**src/rtl/amm_arb2.sv**
```systemverilog
// Two-master to one-slave Avalon-MM arbiter with round-robin grant and an ID FIFO that routes read responses.
// Optional build macro AMM_ARB_FIXED_PRIO_EN: m0 always wins a two-requester contest.
module amm_arb2 #(
  parameter int ADDR_W   = 16,
  parameter int DATA_W   = 16,
  parameter int MAX_PEND = 4
) (
  input  logic              clk_i,
  input  logic              rst_n_i,
  input  logic [ADDR_W-1:0] m0_address,
  input  logic              m0_read,
  input  logic              m0_write,
  input  logic [DATA_W-1:0] m0_writedata,
  output logic              m0_waitrequest,
  output logic [DATA_W-1:0] m0_readdata,
  output logic              m0_readdatavalid,
  input  logic [ADDR_W-1:0] m1_address,
  input  logic              m1_read,
  input  logic              m1_write,
  input  logic [DATA_W-1:0] m1_writedata,
  output logic              m1_waitrequest,
  output logic [DATA_W-1:0] m1_readdata,
  output logic              m1_readdatavalid,
  output logic [ADDR_W-1:0] s_address,
  output logic              s_read,
  output logic              s_write,
  output logic [DATA_W-1:0] s_writedata,
  input  logic              s_waitrequest,
  input  logic [DATA_W-1:0] s_readdata,
  input  logic              s_readdatavalid,
  output logic              err_o
);

  localparam int PTR_W = (MAX_PEND > 1) ? $clog2(MAX_PEND) : 1;
  localparam int CNT_W = $clog2(MAX_PEND) + 1;
  localparam logic [CNT_W-1:0] FULL_CNT = CNT_W'(MAX_PEND);

  logic req0, req1, rd0, rd1;
  logic gValid, gId, gRead, gWrite;
  logic full, stallG, accept, push, pop, drop, headId;

  logic              lastGrant_q, lastGrant_d;
  logic              lock_q, lock_d;
  logic              lockedId_q, lockedId_d;
  logic [MAX_PEND-1:0] idFifo_q, idFifo_d;
  logic [PTR_W-1:0]  wrPtr_q, wrPtr_d, rdPtr_q, rdPtr_d;
  logic [CNT_W-1:0]  count_q, count_d;
  logic              err_q, err_d;
  logic              rdv0_q, rdv0_d, rdv1_q, rdv1_d;
  logic [DATA_W-1:0] rdata0_q, rdata0_d, rdata1_q, rdata1_d;

  // A read+write collision is treated as a write.
  assign req0 = m0_read | m0_write;
  assign req1 = m1_read | m1_write;
  assign rd0  = m0_read & ~m0_write;
  assign rd1  = m1_read & ~m1_write;

  always_comb begin
    gValid = 1'b0;
    gId    = 1'b0;
    if (lock_q) begin
      gValid = lockedId_q ? req1 : req0;
      gId    = lockedId_q;
    end else if (req0 && req1) begin
      gValid = 1'b1;
`ifdef AMM_ARB_FIXED_PRIO_EN
      gId    = 1'b0;
`else
      gId    = ~lastGrant_q;
`endif
    end else if (req0) begin
      gValid = 1'b1;
      gId    = 1'b0;
    end else if (req1) begin
      gValid = 1'b1;
      gId    = 1'b1;
    end
  end

  assign gRead  = gValid & (gId ? rd1 : rd0);
  assign gWrite = gValid & (gId ? m1_write : m0_write);
  assign full   = (count_q == FULL_CNT);
  assign stallG = s_waitrequest | (gRead & full);
  assign accept = gValid & ~stallG;
  assign push   = accept & gRead;
  assign pop    = s_readdatavalid & (count_q != '0);
  assign drop   = s_readdatavalid & (count_q == '0);
  assign headId = idFifo_q[rdPtr_q];

  assign s_read      = gRead & ~full;
  assign s_write     = gWrite;
  assign s_address   = gValid ? (gId ? m1_address : m0_address) : '0;
  assign s_writedata = gValid ? (gId ? m1_writedata : m0_writedata) : '0;

  assign m0_waitrequest = (gValid && !gId) ? stallG : req0;
  assign m1_waitrequest = (gValid &&  gId) ? stallG : req1;

  assign m0_readdatavalid = rdv0_q;
  assign m1_readdatavalid = rdv1_q;
  assign m0_readdata      = rdata0_q;
  assign m1_readdata      = rdata1_q;
  assign err_o            = err_q;

  // Lock keeps a stalled grant in place so the command stays stable until accepted.
  always_comb begin
    lastGrant_d = lastGrant_q;
    lock_d      = lock_q;
    lockedId_d  = lockedId_q;
    if (accept) begin
      lastGrant_d = gId;
      lock_d      = 1'b0;
    end else if (gValid) begin
      lock_d      = 1'b1;
      lockedId_d  = gId;
    end else begin
      lock_d      = 1'b0;
    end
  end

  always_comb begin
    idFifo_d = idFifo_q;
    wrPtr_d  = wrPtr_q;
    rdPtr_d  = rdPtr_q;
    count_d  = count_q;
    if (push) begin
      idFifo_d[wrPtr_q] = gId;
      wrPtr_d           = wrPtr_q + 1'b1;
    end
    if (pop) begin
      rdPtr_d = rdPtr_q + 1'b1;
    end
    case ({push, pop})
      2'b10:   count_d = count_q + 1'b1;
      2'b01:   count_d = count_q - 1'b1;
      default: count_d = count_q;
    endcase
  end

  // Responses are registered, adding one cycle of read latency.
  always_comb begin
    err_d    = err_q | drop | (m0_read & m0_write) | (m1_read & m1_write);
    rdv0_d   = pop & ~headId;
    rdv1_d   = pop &  headId;
    rdata0_d = rdv0_d ? s_readdata : rdata0_q;
    rdata1_d = rdv1_d ? s_readdata : rdata1_q;
  end

  always_ff @(posedge clk_i or negedge rst_n_i) begin
    if (!rst_n_i) begin
      lastGrant_q <= 1'b1;
      lock_q      <= 1'b0;
      lockedId_q  <= 1'b0;
      idFifo_q    <= '0;
      wrPtr_q     <= '0;
      rdPtr_q     <= '0;
      count_q     <= '0;
      err_q       <= 1'b0;
      rdv0_q      <= 1'b0;
      rdv1_q      <= 1'b0;
      rdata0_q    <= '0;
      rdata1_q    <= '0;
    end else begin
      lastGrant_q <= lastGrant_d;
      lock_q      <= lock_d;
      lockedId_q  <= lockedId_d;
      idFifo_q    <= idFifo_d;
      wrPtr_q     <= wrPtr_d;
      rdPtr_q     <= rdPtr_d;
      count_q     <= count_d;
      err_q       <= err_d;
      rdv0_q      <= rdv0_d;
      rdv1_q      <= rdv1_d;
      rdata0_q    <= rdata0_d;
      rdata1_q    <= rdata1_d;
    end
  end

endmodule
```
**config.mk**
```make
export PLATFORM = sky130hd
export DESIGN_NAME = amm_arb2
export DESIGN_NICKNAME = d
export VERILOG_FILES = /design/src/rtl/amm_arb2.sv
export SDC_FILE = /design/constraint.sdc
export NUM_CORES = 1
export LEC_CHECK = 0
export ABC_CLOCK_PERIOD_IN_PS = 2640
export BUFFER_PORTS_ARGS = -buffer_cell sky130_fd_sc_hd__buf_2
export CAP_MARGIN = 20
export CORE_UTILIZATION = 43
export DETAILED_ROUTE_END_ITERATION = 16
export PLACE_DENSITY_LB_ADDON = 0.25
export SYNTH_ARGS = -nofsm -noshare
export SYNTH_HDL_FRONTEND = slang
export SYNTH_SLANG_ARGS = --single-unit
```
**constraint.sdc**
```tcl
create_clock -name clk_i -period 2.64 [get_ports clk_i]
set_input_delay 0.264 -clock clk_i [delete_from_list [all_inputs] [get_ports clk_i]]
set_output_delay 0.264 -clock clk_i [all_outputs]
set_load 0.005 [all_outputs]
```
# Word level (Yosys, flattened, before mapping)
# Cells that the tools add are included.
# op_classes
add_sub_neg	4
order_cmp	3
n_eq_ne	3
n_mux	24
n_bitwise	27
n_reduce_logical	9
# op_table
cell	count
16-bit 2-to-1 mux	4
1-bit 2-to-1 mux	16
1-bit AND	14
1-bit inverter	7
2-bit by 3-bit < comparator with 1-bit output (second input constant)	2
1-bit OR	6
3-bit one-hot mux with 2 select lines	1
2-bit by 1-bit adder with 2-bit output (second input constant)	2
4-bit bitwise mux	1
1-bit logical AND	4
3-bit by 1-bit adder with 3-bit output (second input constant)	1
3-bit equality test (second input constant)	1
3-bit zero test	1
3-bit nonzero test	1
3-bit by 1-bit subtractor with 3-bit output (second input constant)	1
1-bit binary-select mux with 2-bit select	1
1-bit demux with 2-bit select	1
2-bit by 1-bit equality test with 1-bit output (second input constant)	1
2-bit equality test (second input constant)	1
2-bit by 1-bit greater-or-equal comparator with 1-bit output (second input constant)	1
2-bit AND reduction	1
2-bit nonzero test	1
1-bit zero test	1
# word_totals
reg_bits	49
elab_cells	82

# Depth between registers and ports, before layout
# logic_depth
word_depth	14
ltp_mapped	12
depth_no_buf	10

# Worst setup path after synthesis
# No wires, ideal clock.
# synth_path
path_kind	reg2reg
from	reg lock_q
to	reg count_q[2]
setup_ns	0.125
arrival_ns	2.249
required_ns	2.515
path_slack_ns	0.266
path_stages_with_launch	13
path_buffers	2
path_cell_list	dfrtp_1 -> nor2b_4 -> a211o_1 -> buf_6 -> a2111oi_4 -> buf_6 -> inv_1 -> ha_1 -> inv_1 -> fa_1 -> xor2_1 -> nor2_1 -> xor2_1
# synth_via
elab_chain_cells	10
elab_cells_between_ends	13
# synth_rtl
element	line	rtl
start: declaration	43	logic lock_q, lock_d;
start signal: assignment	164	lock_q <= lock_d;
1-bit 2-to-1 mux	61	if (lock_q) begin
1-bit 2-to-1 mux	80	assign gRead = gValid & (gId ? rd1 : rd0);
1-bit AND	80	
1-bit AND	83	assign stallG = s_waitrequest | (gRead & full);
1-bit OR	83	
1-bit inverter	84	assign accept = gValid & ~stallG;
1-bit AND	84	
1-bit AND (*)	85	assign push = accept & gRead;
2-bit by 1-bit equality test with 1-bit output or 2-bit equality test (tied branches)	132	case ({push, pop})
3-bit one-hot mux with 2 select lines or 2-bit nonzero test (tied branches)	-	
end signal: assignment	169	count_q <= count_d;
end: declaration	47	logic [CNT_W-1:0] count_q, count_d;
# Every way passes the cells marked *; elsewhere a longest branch is shown, timed or not.
# A chain may end at the register's enable or synchronous reset.

# Worst setup path in the final report
# Ends and elaborated chain as after synthesis.

==> impl_metrics.yaml <==
run_status:
  outcome: "finished clean"
sta:
  maxSlewHeadroom_pct: 66.6
  finalMaxSlewViolations: 0
  fmax_mhz: 425
  hold_viol_final: 0
  tightest_slew_ns: 0.500
  min_period_ns: 2.35
  fin_crit_sh_pct: 89.1
  rsz0062_at_grt: "false"
  tns_ns: 0
  clock_skew_ns: 0.00456
  setup_viol: 0
yosys:
  synth_most_common_cell: "nand2_1"
  synth_area_um2: 2620
  ys_seq_elements: 49
  netlist_top_cells_count: "74 x nand2_1, 48 x dfrtp_1, 39 x a21oi_1, 33 x mux2_2, 10 x inv_1"
  synth_cell_types: 42
  yosysWarnings: 0
  synth_nets: 358
  synth_top_area_share_pct: 45.8
  synth_cells: 264
  async_reset_ff_share_pct: 100
  synth_edf_count: 0
  synthTopCellsByArea: "dfrtp_1 46%, mux2_2 14%, nand2_1 11%"
  yosys_most_used_dff: "dfrtp_1"
  yosysSeqAreaShare_pct: 46.8
  synth_top_area_cell: "dfrtp_1"
  syn_avg_cell_area_um2: 9.92
floorplanning:
  initial_utilization_pct: 44.5
  pin_count: 159
  fp-row-count: 28
  die_area_um2: 6410
  die_w_um: 80.1
  core-area_um2: 5890
  die_h_um: 80.1
drt:
  drtIter0Drc: 86
  vias: 2457
  drt_pre_antenna_iters: 4
  wl_per_cell_um: 13.2
  postRouteAntennaNets: 0
  wl_mm: 6.57
  via_per_inst: 4.92
  drc: 0
worst_hold_path:
  min_path_type: "primary input to register"
  min_from: "s_readdatavalid"
grt:
  antenna_found_initial: 0
  grt_max_degree: 50
  gr-total-overflow: 0
  grt_usage_pct: 19.8
  grt_pass1_vias: 2181
  grt_pass1_wl_mm: 9.75
setup_path:
  arrival_ns: 2.54
  r2r_start: "lock_q"
  crit_fanout: 6
  required_ns: 2.83
  critPathKind: "register to register"
  critPathSlowestCell: "dfrtp_1"
  cp-start-kind: "register"
  path_cells: "nor2b_4 -> or3_1 -> a2111oi_4 -> inv_1 -> ha_1 -> inv_1 -> fa_1 -> xor2_1 -> nor2_1 -> xor2_1"
  startpoint: "lock_q"
  critical_path.top_delay_family: "simple AND/OR/NAND/NOR gates"
  cp_num_buf_inv: 2
  end_kind: "register"
  critPathMaxStageDelay_ns: 0.45
clock_tree:
  cts_buffer_depth: 2
  clockRootBuffer: "clkbuf_8"
  h-tree-depth: 2
  cts_tree: "yes"
  clk_pin_slew_ns: 0.09
  clock-sinks: 49
  clk_latency_ns: 0.30
  cts_made_buffers: 5
run:
  maxCapViolations: 0
finish:
  fin_cells: 499
  num_antenna_cells: 0
  drive_above_1_share_pct: 50.5
  area_growth_pct: 38.8
  finalInstanceArea_um2: 3640
  num-nets-final: 517
pwr:
  max-vdd-ir-drop_uv: 683
  power.density_nw_per_um2: 1080
  leakagePower_nw: 1.89
placement:
  dp.cells: 488
  dpl.hpwl_mm: 4.95
  port_buffers: 158
  place_area_um2: 3470
  place_congestion: 0.800
path summary, 6_finish.rpt:
check                                 end  slack, ns  depth (start not counted)
min                                 err_o       0.18                          3
min in group asynchronous  m0_readdata[5]       0.34                          2
max                            count_q[2]       0.29                         10
min reg2reg                    rdPtr_q[1]       0.49                          1
max in group asynchronous      count_q[2]       1.84                          3
max reg2reg                    count_q[2]       0.29                         10
cells by family after synthesis:
kind of cell / after synthesis / synth area share, %
flip-flops: 49 / 46.8
multiplexers: 36 / 15.9
adder cells (fa/ha/maj): 6 / 3.15
AO/OA/AOI/OAI: 53 / 12.7
buffers and inverters: 24 / 4.49
AND/OR/NAND/NOR: 90 / 14.9
XOR/XNOR: 6 / 2.01
through the flow:
step	utilization, %	hold slack (ns)	power [W]	setup WS, ns
3_3_place_gp	59.0	0.474	0.00332	0.353
3_5_place_dp	59.0	0.478	0.00339	0.264
2_1_floorplan	-	-0.0316	0.00260	0.266
6_report	61.8	0.182	0.00394	0.289
5_1_grt	61.8	0.189	0.00423	0.178
4_1_cts	61.0	0.173	0.00396	0.00260
area by class of cell:
class	count	area [um2]
multi-input combinational	191	1270
inverter	10	37.5
timing repair buffer	166	886
tap	75	93.8
sequential	49	1230
clock inverter	3	47.5
fill	508	2250
clock buffer	5	68.8
worst register-to-register path, stage by stage (launching register included):
cell and delay [ns]:
dfrtp_1 0.45, nor2b_4 0.16, or3_1 0.37, a2111oi_4 0.34
inv_1 0.08, ha_1 0.23, inv_1 0.08, fa_1 0.19
xor2_1 0.15, nor2_1 0.07, xor2_1 0.14
per-layer routing:
metal | GRT usage, % | wire length (um)
met5 | 0 | 0
met4 | 7.50 | 108
met3 | 4.20 | 482
met2 | 38.4 | 3360
met1 | 20.6 | 2610
power by group:
group	leakage (nW)	internal (W)	switching [W]
logic	1.26	0.00107	0.000960
registers	0.574	0.00113	0.000214
clock network	0.0591	0.000289	0.000269
total	1.89	0.00250	0.00144
sequential cells by signal, summed over array words and instances, names as in the netlist:
| register | flops |
|---|---|
| idFifo_q | 4 |
| m1_readdatavalid | 1 |
| count_q | 3 |
| m1_readdata | 16 |
| lastGrant_q | 1 |
| rdPtr_q | 2 |
| m0_readdatavalid | 1 |
| m0_readdata | 16 |
| lockedId_q | 1 |
| wrPtr_q | 2 |
| lock_q | 1 |
| err_o | 1 |
placed cells by master, fill, tap and decap left out, types with 2 or more instances in the layout:
master / n
a211o_1: 2
buf_4: 4
ha_1: 5
a31oi_1: 4
nand2_1: 74
inv_6: 2
xor2_1: 2
dfrtp_1: 48
a21oi_1: 39
nor2_1: 3
inv_1: 10
clkbuf_8: 5
buf_12: 2
buf_2: 158
xnor2_1: 4
mux2_2: 33
what timing repair did:
action,4_1_cts,5_1_grt
setup buffers,0,0
hold endpoints to repair,0,7
resized for setup,0,0
hold buffers,0,1
(Power assumes the default switching activity.)
